--- src/rtl/ifetch_pkg.sv ---
// Shared definitions for the instruction fetch engine: state encoding, raw word
// width, IR byte-lane ordering and the LEN_BYTES helper macro.
`ifndef IFETCH_PKG_SV
`define IFETCH_PKG_SV

`define LEN_BYTES(len) ((len) + 3'd1)

package ifetch_defs;
   localparam int RAW_W     = 32;
   localparam int NUM_LANES = RAW_W / 8;

   typedef enum logic [1:0] {IDLE = 2'd0, RD = 2'd1, RSP = 2'd2} state_e;

   // IR byte order: opcode byte in the low lane, displacement bytes above it
   typedef enum logic [1:0] {
      LANE_INSN = 2'd0,
      LANE_D1   = 2'd1,
      LANE_D2   = 2'd2,
      LANE_D3   = 2'd3
   } lane_e;
endpackage

`endif

--- src/rtl/ifetch_asm.sv ---
// Byte-lane assembler: clears the raw word on a new fetch and writes one byte
// lane per accepted memory byte.
module ifetch_asm
   import ifetch_defs::*;
(
   input  logic             clk,
   input  logic             rst,
   input  logic             clr,
   input  logic             we,
   input  lane_e            lane,
   input  logic [7:0]       din,
   output logic [RAW_W-1:0] raw
);
   logic [NUM_LANES-1:0][7:0] lane_q;

   always_ff @(posedge clk or negedge rst) begin
      if (!rst) begin
         lane_q <= '0;
      end else if (clr) begin
         lane_q <= '0;
      end else if (we) begin
         for (int i = 0; i < NUM_LANES; i++)
            if (lane == lane_e'(i)) lane_q[i] <= din;
      end
   end

   assign raw = lane_q;
endmodule

--- src/rtl/ifetch.sv ---
// Instruction fetch engine: reads len+1 bytes over a byte-wide req/ack port and
// hands the assembled raw word to the IR. Optional per-byte timeout: IFETCH_TIMEOUT_EN.
module ifetch
   import ifetch_defs::*;
#(
   parameter int AW      = 16,
   parameter int TMO_CYC = 15
) (
   input  logic             clk,
   input  logic             rst,
   input  logic             req_valid,
   output logic             req_ready,
   input  logic [AW-1:0]    req_addr,
   input  logic [1:0]       req_len,
   output logic             mem_rd,
   output logic [AW-1:0]    mem_addr,
   input  logic             mem_ack,
   input  logic [7:0]       mem_data,
   output logic             rsp_valid,
   input  logic             rsp_ready,
   output logic [RAW_W-1:0] rsp_raw,
   output logic [1:0]       rsp_len,
   output logic             rsp_err
);
   state_e        state;
   logic [AW-1:0] base;
   logic [1:0]    cnt;
   logic          last;
   logic          asm_clr;
   logic          asm_we;

   assign last     = ({1'b0, cnt} + 3'd1) == `LEN_BYTES(rsp_len);
   assign asm_clr  = req_valid & req_ready;
   assign asm_we   = (state == RD) & mem_ack;
   assign mem_addr = base + AW'(cnt);

`ifdef IFETCH_TIMEOUT_EN
   logic [3:0] tmo;
   logic       tmo_hit;
   assign tmo_hit = (tmo == 4'(TMO_CYC - 1));
`else
   assign rsp_err = 1'b0;
`endif

   always_ff @(posedge clk or negedge rst) begin
      if (!rst) begin
         state     <= IDLE;
         req_ready <= 1'b1;
         mem_rd    <= 1'b0;
         rsp_valid <= 1'b0;
         base      <= '0;
         cnt       <= '0;
         rsp_len   <= '0;
`ifdef IFETCH_TIMEOUT_EN
         rsp_err   <= 1'b0;
         tmo       <= '0;
`endif
      end else begin
         case (state)
            IDLE: if (req_valid) begin
               base      <= req_addr;
               rsp_len   <= req_len;
               cnt       <= '0;
               req_ready <= 1'b0;
               mem_rd    <= 1'b1;
               state     <= RD;
`ifdef IFETCH_TIMEOUT_EN
               rsp_err   <= 1'b0;
               tmo       <= '0;
`endif
            end
            RD: begin
               if (mem_ack) begin
`ifdef IFETCH_TIMEOUT_EN
                  tmo <= '0;
`endif
                  if (last) begin
                     mem_rd    <= 1'b0;
                     rsp_valid <= 1'b1;
                     state     <= RSP;
                  end else begin
                     cnt <= cnt + 2'd1;
                  end
               end
`ifdef IFETCH_TIMEOUT_EN
               // abort keeps the bytes gathered so far in the assembler
               else if (tmo_hit) begin
                  mem_rd    <= 1'b0;
                  rsp_valid <= 1'b1;
                  rsp_err   <= 1'b1;
                  state     <= RSP;
               end else begin
                  tmo <= tmo + 4'd1;
               end
`endif
            end
            RSP: if (rsp_ready) begin
               rsp_valid <= 1'b0;
               req_ready <= 1'b1;
               state     <= IDLE;
            end
            default: state <= IDLE;
         endcase
      end
   end

   ifetch_asm u_asm (
      .clk  (clk),
      .rst  (rst),
      .clr  (asm_clr),
      .we   (asm_we),
      .lane (lane_e'(cnt)),
      .din  (mem_data),
      .raw  (rsp_raw)
   );
endmodule

--- config.mk ---
export PLATFORM = sky130hd
export DESIGN_NAME = ifetch
export DESIGN_NICKNAME = d
export VERILOG_FILES = /design/src/rtl/ifetch_pkg.sv /design/src/rtl/ifetch_asm.sv /design/src/rtl/ifetch.sv
export SDC_FILE = /design/constraint.sdc
export NUM_CORES = 1
export LEC_CHECK = 0
export BUFFER_PORTS_ARGS = -buffer_cell sky130_fd_sc_hd__buf_2
export CORE_MARGIN = 5
export CORE_UTILIZATION = 51
export CTS_CLUSTER_SIZE = 30
export DETAILED_ROUTE_END_ITERATION = 7
export PLACE_DENSITY = 0.84
export SYNTH_ARGS = -nofsm -noshare
export SYNTH_HDL_FRONTEND = slang
export SYNTH_SLANG_ARGS = --single-unit
--- constraint.sdc ---
create_clock -name clk -period 2.6 [get_ports clk]
set_clock_uncertainty 0.05 [all_clocks]
set_input_delay 0.13 -clock clk [delete_from_list [all_inputs] [get_ports clk]]
set_output_delay 0.13 -clock clk [all_outputs]
set_load 0.02 [all_outputs]
# Word level (Yosys, flattened, before mapping)
# Index checks and enable logic that the tools add are counted.
dict set report word_totals {
  ff_bits 57
  input_bits 31
  out_inout_bits 54
  word_cells 74
}
dict set report op_classes {
  addsub 4
  n_eq_ne 11
  n_mux 26
  bitwise 2
  n_reduce_logical 20
}
# op count
set op_table {}
lappend op_table {{$mux 32} 2}
lappend op_table {{$mux 8} 4}
lappend op_table {{$add 16x2->16} 1}
lappend op_table {{$reduce_and 4->1} 4}
lappend op_table {{$reduce_bool 2->1} 8}
lappend op_table {{$mux 2} 7}
lappend op_table {{$ne 2x2->1 const B} 5}
lappend op_table {{$reduce_and 2->1} 5}
lappend op_table {{$mux 1} 8}
lappend op_table {{$add 2x1->3 const B} 2}
lappend op_table {{$eq 2x2->1 const B} 3}
lappend op_table {{$pmux 1 s2} 3}
lappend op_table {{$pmux 2 s3} 1}
lappend op_table {{$eq 2x1->1 const B} 2}
lappend op_table {{$logic_not 2->1} 2}
lappend op_table {{$pmux 2 s2} 1}
lappend op_table {{$eq 3x3->1} 1}
lappend op_table {{$reduce_and 3->1} 1}
lappend op_table {{$add 2x1->2 const B} 1}
lappend op_table {{$and 1x1->1} 2}

# Depth between registers and ports, before layout
# Gate-level depths: netlist (run 1).
dict set report depth {
  depth_word 5
  ltp_mapped 6
  ltp_nobuf 6
}

# By module
# Synthesis (run 1) repeated with hierarchy kept, for this count alone.
dict set report hier_totals {
  hier_cells 235
  hier_area_um2 2812.7
}
# mod instances cells_per_inst area_each_um2 seq_area_each_um2
set modules_own_cells {}
lappend modules_own_cells {ifetch_asm 1 115 1437.6 800.8}
lappend modules_own_cells {ifetch 1 120 1375.1 626.9}

# Worst setup path before layout (run 1)
# Ideal clock, no wire load.
dict set report synth_path {
  kind {flip-flop to output port}
  from {register cnt[0]}
  to {output mem_addr[12]}
  arrival_time_ps 1904
  t_required_ps 2420
  slack_ps 516
  path_stages_with_launch 7
  n_path_buf 0
  path_cell_list {dfrtp_1 > ha_1 > inv_1 > fa_1 > nor4_4 > nand3_1 > xnor2_1}
}
dict set report synth_via {
  elab_chain_len 1
}
# element line_no
set synth_lines {}
lappend synth_lines {{start, declared} ifetch.sv:27} ;# logic [1:0] cnt;
lappend synth_lines {{start signal, assigned} ifetch.sv:82} ;# cnt <= cnt + 2'd1;
lappend synth_lines {{$add 16x2->16} ifetch.sv:35} ;# assign mem_addr = base + AW'(cnt);
lappend synth_lines {{end, declared} ifetch.sv:16} ;# output logic [AW-1:0] mem_addr,
# No other way between the ends.

# Final worst setup path (run 1)
dict set report layout_path {
  from {register cnt[0]}
  to {output mem_addr[14]}
}
# The elaborated chain is that of the path after synthesis.

==> run metrics, run 1 <==
status finished, final reports clean; largest net degree at the start of global routing 41; RSZ-0062 raised after global routing no; net count after synthesis 306; hold path start mem_data[0]; io pins 85; top post-synthesis cells by count nand2_1, dfrtp_1, a21oi_1; Setup WS pre-CTS 417 ps; post-route worst setup slack 188 ps; cell row count 26; HPWL Detailed 4590 µm; crit-path max FO 5; library cells used by synthesis 35; Post-Syn Area 0.00275 mm²; # Post-CTS Setup Buffers 0; Primary FF master, synth dfrtp_1; GP Congestion 0.796; CTS root buf clkbuf_8; number of I/O port buffers 83; Clock Path Buffers 2; wire per inst 14.8 µm; multi-input logic area 0.00121 mm²; Hold Path Class in -> reg; Initial Util 53.1%; H-tree Lvls 3; hold endpoint u_asm.raw[24]; drt pass-1 iters 4; setup slack, reg-to-reg 620 ps; Power Density 1300 mW/mm²; register area share after synthesis 52.0%; number of standard cells after synthesis 267; clock-pin slew on the worst setup and hold paths 70 ps; vias 2256; DRT antenna net count 0; Async S/R FF share, synth 100%; max-slew violations 0; crit start category flop; max frequency 415 MHz; worst path required time 2420 ps; CTS Buf Count 9; global route overflow 0; initial antenna violation count 0; Fin. Hold Viols 0; synth warn 0; post-synth top area share 51.0%; LEAKAGE 1.75 nW; reg-to-reg startpoint cnt[1]; final wirelength 6610 µm; register area 0.00143 mm²; layout cell share with drive strength beyond 1 33.9%; Yosys reg bits 57; synthesized area per cell 10.3 µm²; worst rel slew slack 63.6%; clk sinks 57; ant diodes 0; fillers 400; Die ar. 0.00695 mm²; PnR Total Power 4.66 mW; post-synth top area cell dfrtp_1; worst skew pair latency 340 ps; vias in the first global route 2374; Final nets 412; CTS tree done; R2R cell count 6; critical path startpoint cnt[0]; chip width 83.4 µm; CP Class reg -> out; Area contributors post-synth dfrtp_1, nand2_1, mux2_2, a21oi_1, xnor2_1; Final Critical Period 2410 ps; fin crit share 92.8%; crit path DAT 2230 ps; hold depth 3; VDD IR max 0.812 mV; first-pass GRT wire length 11200 µm; vias per cell 5.04; total track usage 19.9%; DRC errors left 0; Worst-Margin Slew 544 ps; Final setup viols 0; max cap viols 0; most frequent cell after synthesis nand2_1; number of flops mapped to enable cells by yosys 0; First DRT Iteration DRCs 89; core footprint 0.00517 mm²; die span in y 83.4 µm; synthesis-to-layout area growth 30.7%; Final TNS setup 0 ps; Critical Path End Type primary output; Hold Slack 21.6 ps; Critical R2R Capture cnt[0]
## stage by stage
stage	cell area (µm²)	util, %	std cells
final	3590	69.4	448
after global routing	3590	69.4	448
after CTS	3590	69.3	448
after detailed placement	3180	61.5	411
after global placement	3180	61.5	411
after floorplan	2750	-	267
## registers in the layout, indices dropped and copies added (netlist names)
signal and cells:
u_asm.raw 32, base 16, cnt 2, rsp_len 2, state 2, mem_rd 1
req_ready 1, rsp_valid 1
## timing repair
| item | 4_1_cts | 5_1_grt |
|---|---|---|
| hold endpoints to repair | 37 | 0 |
| setup endpoints to repair | 0 | 2 |
| gates resized for setup | 0 | 1 |
| hold buffers | 21 | 0 |
## power by group
part           total [mW]  switching, mW  internal [mW]
clock network       0.825          0.364          0.461
logic                2.20           1.32          0.878
registers            1.63          0.340           1.29
## critical path: stages (launching register included)
cell and delay, ps:
dfrtp_1 430, ha_1 210, inv_1 60, fa_2 400, nor4_4 340, nand2_1 120, xnor2_1 140, buf_2 180
## worst max-delay path by stage
stage                         endpoint  slack (ps)  cells after the start
after floorplan           mem_addr[12]         520                      6
after global placement    mem_addr[12]         500                      7
after detailed placement  mem_addr[14]         420                      7
after CTS                 mem_addr[14]          30                      7
after global routing      mem_addr[12]           2                      7
final                     mem_addr[14]         190                      7
## cell families (layout without fill, tap and decap cells)
group | Yosys count | count (layout) | share of synthesized area [%]
other cells | 1 | 1 | 0.137
fa+ha+maj | 8 | 8 | 3.92
buf+inv | 19 | 130 | 4.15
xor+xnor | 17 | 17 | 5.42
compound gates | 41 | 41 | 8.11
simple gates | 105 | 105 | 18.5
flops | 57 | 57 | 52.0
mux | 19 | 19 | 7.79
## cell type report
class	instances	share of cell area [%]
flip-flops and latches	57	39.8
multi-input cells	191	33.6
repair buffers	106	17.9
clock buffers	10	3.84
well taps	70	2.44
clock inverters	6	1.60
inverters	8	0.837
## metal layers
metal / share of wire [%] / track usage (%) / up-vias
met1: 41 / 23.5 / 1058
met4: 1.8 / 7.43 / 0
met5: 0 / 0 / -
met2: 48 / 32.9 / 93
met3: 9.3 / 7.43 / 12
li1: - / - / 1093
## cells in the final DEF, fill, tap and decap left out, types with 2 or more instances in the layout
cell	count
ha_1	7
buf_4	2
a21oi_1	34
xnor2_1	11
and2_1	4
o21ai_0	2
dlygate4sd3_1	21
nand3_1	3
buf_2	83
nor2b_1	2
a21o_1	2
nor2_1	6
mux2_2	19
xor2_1	6
clkinv_2	4
inv_1	8
nand2_1	78
dfrtp_1	56
clkbuf_8	10
nand4_1	2
(Power assumes the default switching activity.)
==> run 2: changes to the inputs <==
- CORE_UTILIZATION: 51 -> 45
- PLACE_DENSITY: 0.84 -> 0.76
==> run 2 against run 1 <==
Net effect:
- combinational power about the same
- setup slack better by 49 ps
- first-iteration DRC count grew 4.5%
- clock power rose by 5.8%
- count of clock-buffer cells in the layout increased by 3
- non-clock buffer count rose by 1
- via count is 0.35% lower
- fmax up 2.1%
- design area is 0.84% higher
- global-route usage shrank 1.5 points
- die area increased by 12%
- register-to-register slack is essentially flat
==> run metrics, run 2 (synthesized netlist as in run 1, its figures left out) <==
vias in the first global route 2359 (was 2374); Post-Route M1 WL 2650 µm (was 2690 µm); R2R cell count 6 (unchanged); crit-path max FO 5 (unchanged); Fin. Hold Viols 0 (unchanged); fin crit share 90.9% (was 92.8%); Slowest-stage cell, CP fa_1 (was dfrtp_1); CTS Buf Count 9 (unchanged); placed cells 417 (was 411); First DRT Iteration DRCs 93 (was 89); worst path required time 2420 ps (about the same); total track usage 18.4% (was 19.9%); die span in y 88.1 µm (was 83.4 µm); hold depth 3 (unchanged); Final Critical Period 2360 ps (was 2410 ps); post-route worst setup slack 237 ps (was 188 ps); register area 0.00143 mm² (unchanged); CP Class reg -> out (unchanged); H-tree Lvls 3 (unchanged); CTS tree done (unchanged); VDD IR max 0.832 mV (was 0.812 mV); setup slack, reg-to-reg 620 ps (about the same); first-pass GRT wire length 11000 µm (was 11200 µm); Critical R2R Capture cnt[0] (unchanged); max FFs per register 32 (unchanged); Die ar. 0.00777 mm² (was 0.00695 mm²); cell row count 28 (was 26); core footprint 0.00592 mm² (was 0.00517 mm²); most frequent cells in the layout buf_2, nand2_1, dfrtp_1 (unchanged); Critical Path End Type primary output (unchanged); Initial Util 46.4% (was 53.1%); Final setup viols 0 (unchanged); vias 2248 (was 2256); DRC errors left 0 (unchanged); vias per cell 4.96 (was 5.04); critical path's largest stage delay 460 ps (was 430 ps); Switch Pwr 1.97 mW (was 2.03 mW); drt pass-1 iters 4 (unchanged); Final Util 61.1% (was 69.4%); fillers 518 (was 400); clock-pin slew on the worst setup and hold paths 70 ps (about the same); max cap viols 0 (unchanged); Setup WS pre-CTS 444 ps (was 417 ps); Final nets 413 (was 412); worst skew pair latency 330 ps (was 340 ps); worst rel slew slack 63.7% (was 63.6%); Clock Path Buffers 2 (unchanged); crit path capture mem_addr[12] (was mem_addr[14]); DR WL met2 3190 µm (about the same); largest net degree at the start of global routing 33 (was 41); status finished, final reports clean (unchanged); chip width 88.1 µm (was 83.4 µm); crit start category flop (unchanged); synthesis-to-layout area growth 31.8% (was 30.7%); cells along the critical path ha_1, inv_1, fa_1, nor4_4, nand3_1, xnor2_1, buf_2 (was ha_1, inv_1, fa_2, nor4_4, nand2_1, xnor2_1, buf_2); io pins 85 (unchanged); Internal 2.70 mW (was 2.63 mW); Clk pwr share 18.7% (was 17.7%); DRT antenna net count 0 (unchanged); Hold Path Class in -> reg (unchanged); multi-input logic area 0.00120 mm² (was 0.00121 mm²); top sig layer met4 (unchanged); max-slew violations 0 (unchanged); crit path DAT 2180 ps (was 2230 ps); Worst-Margin Slew 544 ps (about the same); Sw Share 42.2% (was 43.5%); reg-to-reg startpoint cnt[1] (unchanged); ant diodes 0 (unchanged); Final TNS setup 0 ps (unchanged); LEAKAGE 1.76 nW (was 1.75 nW); Resize count post-CTS 0 (unchanged); final instance area 0.00362 mm² (was 0.00359 mm²); Placed Area 0.00319 mm² (was 0.00318 mm²); clk sinks 57 (unchanged); sequential power share 35.0% (about the same); critical path startpoint cnt[0] (unchanged); layout cell share with drive strength beyond 1 33.6% (was 33.9%); wire per inst 14.7 µm (was 14.8 µm); PnR Total Power 4.68 mW (was 4.66 mW); RSZ-0062 raised after global routing no (unchanged); Gate power share 46.4% (was 47.2%); GP Congestion 0.797 (was 0.796); met3 wire len 686 µm (was 616 µm); final wirelength 6650 µm (was 6610 µm); most common cell after layout, fill and taps aside buf_2 (unchanged); HPWL Detailed 4750 µm (was 4590 µm); Power Density 1290 mW/mm² (was 1300 mW/mm²); max frequency 423 MHz (was 415 MHz); CTS root buf clkbuf_8 (unchanged); number of I/O port buffers 83 (unchanged); global route overflow 0 (unchanged); Hold Slack 30.7 ps (was 21.6 ps); Post-Layout Cell Count 453 (was 448); initial antenna violation count 0 (unchanged)
==> run 2: timing repair <==
| action | 4_1_cts | 5_1_grt |
|---|---|---|
| endpoints found under the setup margin | 0 | 2 |
| setup buffers | 0 | 0 |
| hold buffers | 21 | 0 |
| hold endpoints to repair | 35 | 0 |
==> run 2: cell type report <==
class	count	area share, %
sequential	57	39.5
multi-input combinational	191	33.3
timing repair buffer	107	17.9
clock buffer	13	4.94
tap	75	2.59
clock inverter	2	0.968
inverter	8	0.830
==> run 2: power by group through the flow <==
stage                     clock [mW]  sequential (mW)  combinational [mW]
after floorplan                    0             1.90                1.24
after global placement             0             1.63                2.11
after detailed placement           0             1.65                2.16
after CTS                      0.894             1.64                2.19
after global routing           0.940             1.69                2.38
final                          0.873             1.63                2.17
==> run 2: how the worst min path moves through the flow <==
stage / startpoint / to / slack, ps
after floorplan: rst / base[0] / -220
after global placement: rst / u_asm.raw[30] / 30
after detailed placement: rst / u_asm.raw[30] / 40
after CTS: mem_data[1] / u_asm.raw[17] / 20
after global routing: mem_data[1] / u_asm.raw[17] / 20
final: mem_data[7] / u_asm.raw[23] / 30
==> run 2: per-layer routing <==
layer,vias up,GRT usage (%)
met5,-,0
met4,0,7.42
met3,14,5.17
met2,96,31.0
met1,1047,22.3
li1,1091,-
==> run 2: worst max-delay path, delay by kind of cell (launching register included) <==
kind	cells	cell delay [ps]
XOR/XNOR	1	150
adder cells (fa/ha/maj)	2	660
buffers and inverters	2	240
flip-flops	1	430
AND/OR/NAND/NOR	2	390
==> run 3: changes to the inputs <==
- clock period: 2.6 -> 2.2 ns (I/O delays scaled with it)
==> run 3 against run 2 <==
Net effect:
- the flow now finishes with violations (setup timing)
- non-clock buffer count increased by 9
- core utilization increased by 1.2 points
- register-to-register slack lost 430 ps
- cell count grew 2.2%
- global-route usage about the same
- first-iteration DRC count fell by 19%
- via count up 3.1%
- count of clock-buffer cells in the layout decreased by 3
- setup slack worse by 310 ps
- die area stayed put
- sequential share of layout area fell by 0.79 points
==> run metrics, run 3 (synthesized netlist as in run 1, its figures left out) <==
status complete, but fails checks (was finished, final reports clean); violated checks setup timing; core footprint 0.00592 mm² (unchanged); crit path DAT 2120 ps (was 2180 ps); GRT met1 Usage 23.1% (was 22.3%); number of I/O port buffers 83 (unchanged); Worst-Margin Slew 551 ps (was 544 ps); Clock Path Buffers 2 (unchanged); PnR Total Power 5.53 mW (was 4.68 mW); grt peak-use layer met2 (unchanged); cell row count 28 (unchanged); CP Class reg -> out (unchanged); HPWL Detailed 4680 µm (was 4750 µm); GP Congestion 0.797 (about the same); vias in the first global route 2303 (was 2359); Initial Util 46.4% (unchanged); CTS root buf clkbuf_8 (unchanged); vias per cell 5.01 (was 4.96); Final Util 62.4% (was 61.1%); H-tree Lvls 3 (unchanged); post-route worst setup slack -77.8 ps (was 237 ps); VDD IR max 0.826 mV (was 0.832 mV); DRC errors left 0 (unchanged); most frequent cells in the layout nand2_1, buf_2, dfrtp_1 (was buf_2, nand2_1, dfrtp_1); vias 2318 (was 2248); clk sinks 57 (unchanged); fillers 500 (was 518); met2 Track Usage GR 29.8% (was 31.0%); final wirelength 7000 µm (was 6650 µm); LEAKAGE 1.78 nW (was 1.76 nW); chip width 88.1 µm (unchanged); clock-pin slew on the worst setup and hold paths 70 ps (about the same); initial antenna violation count 0 (unchanged); fin crit share 104%; wire per inst 15.1 µm (was 14.7 µm); synthesis-to-layout area growth 34.4% (was 31.8%); max cap viols 0 (unchanged); largest net degree at the start of global routing 33 (unchanged); max FFs per register 32 (unchanged); Final setup viols 4 (was 0); layout cell share with drive strength beyond 1 36.1% (was 33.6%); max-slew violations 0 (unchanged); CTS tree done (unchanged); RSZ-0062 raised after global routing yes (was no); Die ar. 0.00777 mm² (unchanged); worst skew pair latency 320 ps (was 330 ps); io pins 85 (unchanged); Hold Path Class in -> reg (unchanged); first-pass GRT wire length 10900 µm (was 11000 µm); crit-path max FO 3 (was 5); crit start category flop (unchanged); Final Critical Period 2280 ps; total track usage 18.4% (about the same); Final TNS setup -125 ps (was 0 ps); die span in y 88.1 µm (unchanged); Final nets 422 (was 413); First DRT Iteration DRCs 75 (was 93); global route overflow 0 (unchanged); drt pass-1 iters 4 (unchanged); worst rel slew slack 63.2% (was 63.7%); GR Layer Usage met3 4.99% (was 5.17%); Fin. Hold Viols 0 (unchanged); max frequency 439 MHz; DRT antenna net count 0 (unchanged); Critical Path End Type primary output (unchanged); Power Density 1500 mW/mm² (was 1290 mW/mm²); ant diodes 0 (unchanged); CTS Buf Count 9 (unchanged); worst path required time 2040 ps (was 2420 ps)
## run 3: changes by cell type in the layout (fill, tap and decap cells not counted), moves of 2 or more
cell           previous run  this run
clkinv_2                  1         4
dlygate4sd3_1            21        23
nor2_4                    1         3
buf_2                    83        78
clkinvlp_4                0         2
ha_1                      7         5
buf_6                     0         2
clkbuf_8                 13         9
buf_4                     3        13
nor2_1                    6         4
## run 3: path summary, 6_finish.rpt
path                             start            end  slack (ps)  cells past startpoint
max                             cnt[0]    mem_addr[8]         -80                      8
min                        mem_data[4]  u_asm.raw[28]          20                      3
max reg2reg                     cnt[0]         cnt[0]         190                      7
min reg2reg                     mem_rd         mem_rd         430                      1
max in group asynchronous          rst     rsp_len[0]        1190                      3
min in group asynchronous          rst  u_asm.raw[19]         250                      2
## run 3: per-layer routing
layer	wire (µm)	part of all wire, %	vias to the layer above
met2	3390	48	104
met5	0	0	-
li1	-	-	1109
met4	142	2.0	0
met3	627	9.0	15
met1	2840	41	1090
## run 3: repair_timing
action                                 in CTS  in global routing
pin swaps                                   1                  9
endpoints found under the hold margin      41                  1
setup endpoints to repair                   6                  8
resized for setup                           1                 14
hold buffers                               22                  1
buffers inserted                            2                  4
## run 3: critical path: stages, from the launching register on
cell and delay (ps):
dfrtp_1 370, ha_2 190, inv_2 40, fa_2 410
buf_6 140, nor2_4 70, nand4_1 140, xnor2_1 250
buf_4 180
## run 3: stage by stage
stage,area (µm²),cells,hold slack (ps),setup WS [ps]
after detailed placement,3200,418,61.2,176
after global routing,3690,463,2.36,-185
after global placement,3200,418,51.8,189
after floorplan,2750,267,-236,136
after CTS,3600,458,0.647,2.61
final,3690,463,22.8,-77.8
## run 3: final cells by class
| cell class | count | area [µm²] | area share, % |
|---|---|---|---|
| clock inverter | 6 | 35.0 | 0.949 |
| inverter | 8 | 30.0 | 0.813 |
| clock buffer | 10 | 128 | 3.46 |
| sequential | 57 | 1430 | 38.7 |
| multi-input combinational | 191 | 1240 | 33.5 |
| timing repair buffer | 116 | 741 | 20.1 |
| tap | 75 | 93.8 | 2.54 |
## run 3: report_power, final
part	switching, mW	total [mW]	internal, mW
clock network	0.413	0.813	0.400
logic	1.63	2.80	1.17
registers	0.394	1.92	1.53
total	2.44	5.53	3.10
